`config.mk`:
```
export PLATFORM = sky130hd
export DESIGN_NAME = w_ptr_gen_n
export DESIGN_NICKNAME = d
export VERILOG_FILES = /design/src/rtl/fifo_ptr_pkg.sv /design/src/rtl/johnson_idx_dec.sv /design/src/rtl/w_ptr_gen_n.sv
export SDC_FILE = /design/constraint.sdc
export NUM_CORES = 1
export LEC_CHECK = 0
export CAP_MARGIN = 10
export CORE_AREA = 3 3 64 66
export CTS_CLUSTER_DIAMETER = 60
export DETAILED_ROUTE_END_ITERATION = 8
export DIE_AREA = 0 0 67 69
export GPL_TIMING_DRIVEN = 0
export PLACE_DENSITY_LB_ADDON = 0.12
export SKIP_LAST_GASP = 1
export SYNTH_ARGS = -nofsm -noshare
export SYNTH_HDL_FRONTEND = slang
export SYNTH_HIERARCHICAL = 1
export SYNTH_SLANG_ARGS = --single-unit
export TNS_END_PERCENT = 10
```
`constraint.sdc`:
```
create_clock -name CLK -period 7.18 [get_ports CLK]
set_input_delay 1.436 -clock CLK [delete_from_list [all_inputs] [get_ports CLK]]
set_output_delay 1.436 -clock CLK [all_outputs]
set_load 0.005 [all_outputs]
```
`src/rtl/fifo_ptr_pkg.sv`:
```
// Shared Johnson-pointer helpers for the async FIFO write and read pointer generators.
// Functions work on a wide pointer so any depth up to MAX_DEPTH can use them.
package fifo_ptr_pkg;

  localparam int MAX_DEPTH = 256;
  localparam int PW        = $clog2(MAX_DEPTH);

  typedef logic [MAX_DEPTH-1:0] jptr_t;

  function automatic int addr_width(input int depth);
    return (depth > 1) ? $clog2(depth) : 1;
  endfunction

  function automatic int level_width(input int depth);
    return $clog2(depth + 1);
  endfunction

  function automatic int idx_width(input int depth);
    return $clog2(2 * depth);
  endfunction

  // Shift left by one and feed the inverted MSB back into bit 0.
  function automatic jptr_t johnson_next(input jptr_t ptr, input int depth);
    jptr_t nxt;
    nxt    = '0;
    nxt[0] = ~ptr[PW'(depth - 1)];
    for (int i = 1; i < MAX_DEPTH; i++) begin
      if (i < depth) nxt[PW'(i)] = ptr[PW'(i - 1)];
    end
    return nxt;
  endfunction

  function automatic int johnson_to_idx(input jptr_t ptr, input int depth);
    int p;
    p = 0;
    for (int i = 0; i < MAX_DEPTH; i++) begin
      if (i < depth) p = p + int'(ptr[PW'(i)]);
    end
    return ptr[PW'(depth - 1)] ? (2 * depth - p) : p;
  endfunction

endpackage

```
`src/rtl/johnson_idx_dec.sv`:
```
// Combinational decode of a DEPTH-bit Johnson pointer into its ring index 0..2*DEPTH-1.
module johnson_idx_dec
  import fifo_ptr_pkg::*;
#(
  parameter  int DEPTH = 10,
  localparam int IW    = idx_width(DEPTH)
) (
  input  logic [DEPTH-1:0] ptr_i,
  output logic [IW-1:0]    idx_o
);

  jptr_t ptr_ext;

  assign ptr_ext = jptr_t'(ptr_i);
  assign idx_o   = IW'(johnson_to_idx(ptr_ext, DEPTH));

endmodule

```
`src/rtl/w_ptr_gen_n.sv`:
```
// Write-side pointer and flag generator for the async FIFO: binary RAM address,
// Johnson write pointer, and registered full / almost-full / level / overflow flags.
module w_ptr_gen_n
  import fifo_ptr_pkg::*;
#(
  parameter  int DEPTH    = 10,
  parameter  int AFULL_TH = DEPTH - 2,
  localparam int AW       = addr_width(DEPTH),
  localparam int LW       = level_width(DEPTH)
) (
  input  logic             CLK,
  input  logic             RST,
  input  logic             INC,
  input  logic             OVF_CLR,
  input  logic [DEPTH-1:0] R_PTR,
  output logic [AW-1:0]    W_ADDR,
  output logic [DEPTH-1:0] W_PTR,
  output logic             W_FULL,
  output logic             W_AFULL,
  output logic [LW-1:0]    W_LEVEL,
  output logic             W_OVF
);

  localparam int IW   = idx_width(DEPTH);
  localparam int RING = 2 * DEPTH;

  logic [DEPTH-1:0] ptr_q, ptr_d;
  logic [AW-1:0]    addr_q, addr_d;
  logic [LW-1:0]    level_q, level_d;
  logic             full_q, full_d;
  logic             afull_q, afull_d;
  logic             ovf_q, ovf_d;
  logic             we;
  logic [IW-1:0]    idx_w, idx_r;
  logic [IW:0]      diff;

  johnson_idx_dec #(.DEPTH(DEPTH)) u_dec_w (
    .ptr_i (ptr_d),
    .idx_o (idx_w)
  );

  johnson_idx_dec #(.DEPTH(DEPTH)) u_dec_r (
    .ptr_i (R_PTR),
    .idx_o (idx_r)
  );

  // A write requested while full is dropped; pointer and address hold.
  always_comb begin
    we     = INC & ~full_q;
    ptr_d  = ptr_q;
    addr_d = addr_q;
    if (we) begin
      ptr_d  = DEPTH'(johnson_next(jptr_t'(ptr_q), DEPTH));
      addr_d = (addr_q == AW'(DEPTH - 1)) ? '0 : addr_q + AW'(1);
    end
  end

  // Flags look at the post-write pointer so a filling write raises full on the same edge.
  always_comb begin
    diff = {1'b0, idx_w} + (IW+1)'(RING) - {1'b0, idx_r};
    if (diff >= (IW+1)'(RING)) diff = diff - (IW+1)'(RING);
    level_d = LW'(diff);
    full_d  = (ptr_d == ~R_PTR);
    afull_d = (level_d >= LW'(AFULL_TH));
    ovf_d   = (INC & full_q) | (ovf_q & ~OVF_CLR);
  end

  always_ff @(posedge CLK or negedge RST) begin
    if (!RST) begin
      ptr_q   <= '0;
      addr_q  <= '0;
      level_q <= '0;
      full_q  <= 1'b0;
      afull_q <= 1'b0;
      ovf_q   <= 1'b0;
    end else begin
      ptr_q   <= ptr_d;
      addr_q  <= addr_d;
      level_q <= level_d;
      full_q  <= full_d;
      afull_q <= afull_d;
      ovf_q   <= ovf_d;
    end
  end

  assign W_PTR   = ptr_q;
  assign W_ADDR  = addr_q;
  assign W_LEVEL = level_q;
  assign W_FULL  = full_q;
  assign W_AFULL = afull_q;
  assign W_OVF   = ovf_q;

endmodule

```
==> impl_results.md <==
* Run status: complete, no violations
* Fin. max-slew vios at 0
* Largest net degree at the start of global routing at 22
* Peak Freq at 150 MHz
* Syn_area_per_cell at 10.0 µm²
* First-pass GRT wire length at 6510 µm
* R2R depth at 27
* Crit path max-delay family: adder cells
* DRC violations left at 0
* Site row count at 22
* Starting Density at 51.2%
* Clock Skews at 0.000474 ns
* Count of state elements after synthesis at 21
* TritonRoute pass-1 iters at 4
* Final worst slack at 0.501 ns
* Max Cap Viol at 0
* Final Setup Violations at 0
* Core area at 3630 µm²
* Slew headroom at 39.6%
* Fin crit share at 93.0%
* Layout Nets at 274
* Req. time, crit path at between 7 and 8 ns
* CTS tree: yes
* CP Launch Type: primary input
* Max FO, Critical Path at 6
* Initial drt markers at 37
* Synthesized net count at between 200 and 250
* Routed WL at ~3700 µm
* Vias per cell at between 4 and 5
* # IOs at 35
* Clock latency on the worst-skew pair at 0.25 ns
* Antenna diodes at 0
* Slowest stage delay, CP at roughly 0.52 ns
* Chip Height at 69 µm
* Arrival time worst endpoint at a little under 7 ns
* RePlAce Congestion at 0.745
* Initial antenna violation count at 0
* CTS Buffer Depth at 2
* Overflow after GRT at 0
* CTS Root Cell: clkbuf_8
* H-tree depth at 1
* Final Hold Viols at 0
* Hold EP: W_ADDR[0]
* Number of routed nets with antenna violations at 0
* HPWL Detailed at 3060 µm
* Clk slew on worst S/H paths at 0.07 ns
* Vias post-DR at 1349
* Yosys cell types at 29
* Synth-to-layout area growth at 29.3%
* WP buf/inv at 8
* Syn Inst Count at ~190
* R2R Setup Slk at between 1 and 1.5 ns
* Hold depth at 1
* FF-to-FF Start: W_FULL
* Worst-Margin Slew at roughly 0.90 ns
* Die area at 4620 µm²
* Yosys warnings at 6
* Number of global-route vias before repair at 1471
* Sequential share of the synthesized area at 28.2%
* CTS Buf Count at 3
* R2R Path End: W_LEVEL[3]
* # port buffers at 34
* Unrepaired setup endpoints after global routing: no
* Hold path start: W_ADDR[0]
* Post-synth top area share at 28.2%
* Yosys top cell by area: dfrtp_1
* Hold crit path type: register to register
* Pre-CTS setup slack at -0.586 ns
* Cells taking the most area after synthesis: dfrtp_1 28%, fa_1 14%, ha_1 11%, inv_1 9.7%, xnor2_1 7.5%
* Hold-fix buffers, CTS at 0
* Final min period at 6.68 ns
* Sink Count at 21
* Critical-path top delay cell: fa_1
* Layout cells sized above 1 at 14.4%
* Path type of the worst setup path: primary input to register
* Die X at 67 µm
* Avg WL per Cell at 13.3 µm
* CP endpoint kind: register
* Total GRT Usage at 17.9%
* Mapped Area at 1860 µm²
* Fill cells at 304
Yosys cell counts:
cell type	instances
nand4_1	1
mux2_4	1
buf_2	1
nor2b_4	1
xor2_1	11
a21oi_1	4
inv_1	48
nand2_1	8
o21ai_0	7
fa_1	13
a31oi_1	1
nand3_1	1
mux2i_1	5
buf_8	1
a211oi_2	2
a21o_1	3
nor2_1	3
nor3_1	2
nand3b_1	1
mux2_2	8
a21oi_2	2
ha_1	17
a41oi_1	1
nor4_2	1
nor4_1	1
xnor2_1	16
dfrtp_1	21
nor3b_1	1
nor2b_1	4
repair_timing:
| item | in CTS | in global routing |
|---|---|---|
| pin swaps | 2 | 6 |
| resized for setup | 8 | 7 |
| buffers inserted | 3 | 2 |
| setup endpoints to repair | 3 | 3 |
through the flow:
stage               instance area [µm²]  hold slack, ns  setup TNS [ns]  std cells  util, %
floorplan                          1860           0.502               0        186        -
global placement                   2260           0.501           -1.34        268     62.2
detailed placement                 2260           0.503           -1.67        268     62.2
CTS                                2360           0.517               0        275     65.0
global route                       2410           0.554               0        277     66.2
finish                             2410           0.519               0        277     66.2
layout make-up:
type                    count  area, µm²  area share (%)
clock buffers               4       45.0            1.87
multi-input cells         115       1180            49.2
repair buffers             39        380            15.8
well taps                  48       60.1            2.50
inverters                  48        180            7.49
flip-flops and latches     21        526            21.8
plain buffers               2       30.0            1.25
worst reg2reg max path, stage by stage (launching register included):
cell and delay, ns:
dfrtp_1 0.42, nor2b_4 0.14, buf_8 0.11, buf_8 0.11, nor2_1 0.05, a21oi_2 0.15
inv_2 0.06, fa_1 0.54, inv_1 0.05, fa_1 0.50, inv_1 0.05, fa_1 0.48
inv_1 0.05, ha_2 0.18, fa_1 0.53, inv_2 0.06, ha_1 0.26, nand2_1 0.06
o21ai_0 0.08, ha_1 0.32, ha_4 0.18, fa_2 0.39, xnor2_4 0.16, ha_1 0.19
nand3b_1 0.09, nand2_2 0.08, a21oi_4 0.17, mux2i_1 0.21
worst max-delay path by stage:
stage | end | startpoint | cells after the start | slack [ns]
6_report | W_LEVEL[3] | INC | 27 | 0.50
5_1_grt | W_LEVEL[3] | INC | 27 | 0.26
4_1_cts | W_LEVEL[3] | INC | 28 | 0.006
3_5_place_dp | W_LEVEL[3] | INC | 27 | -0.59
3_3_place_gp | W_LEVEL[3] | INC | 27 | -0.47
2_1_floorplan | W_AFULL | INC | 26 | 0.38
flip-flops by register name, summed over array words and instances (netlist names):
register,count
W_FULL,1
W_PTR,10
W_LEVEL,4
W_OVF,1
W_AFULL,1
W_ADDR,4
metal layers:
metal	vias up	global-route usage, %	share of wire (%)
li1	665	-	-
met2	20	30.3	53
met5	-	0	0
met3	9	1.79	2.5
met4	0	6.53	2.4
met1	655	23.2	42
cells by family after synthesis:
group / after synthesis / synth area share, %
buffers and inverters: 50 / 10.8
AOI/OAI and AO/OA: 20 / 7.26
xor gates and xnor gates: 27 / 12.7
DFF: 21 / 28.2
adders and majority gates: 30 / 25.4
and+or+nand+nor: 24 / 7.26
muxes: 14 / 8.34
cell usage in the layout, fill, tap and decap left out, types with 3 or more instances in the layout:
cell	instances
inv_1	46
clkdlybuf4s50_1	33
dfrtp_1	21
xnor2_1	15
ha_1	15
fa_1	12
xor2_1	11
mux2_2	8
nand2_1	7
o21ai_0	7
mux2i_1	5
buf_4	5
nor2b_1	4
a21o_1	3
a21oi_1	3
nor2_1	3
clkbuf_8	3
Power is left out: the tool's default activity adds up to more than one toggle a clock period on the data nets, which glitch-free logic cannot reach.
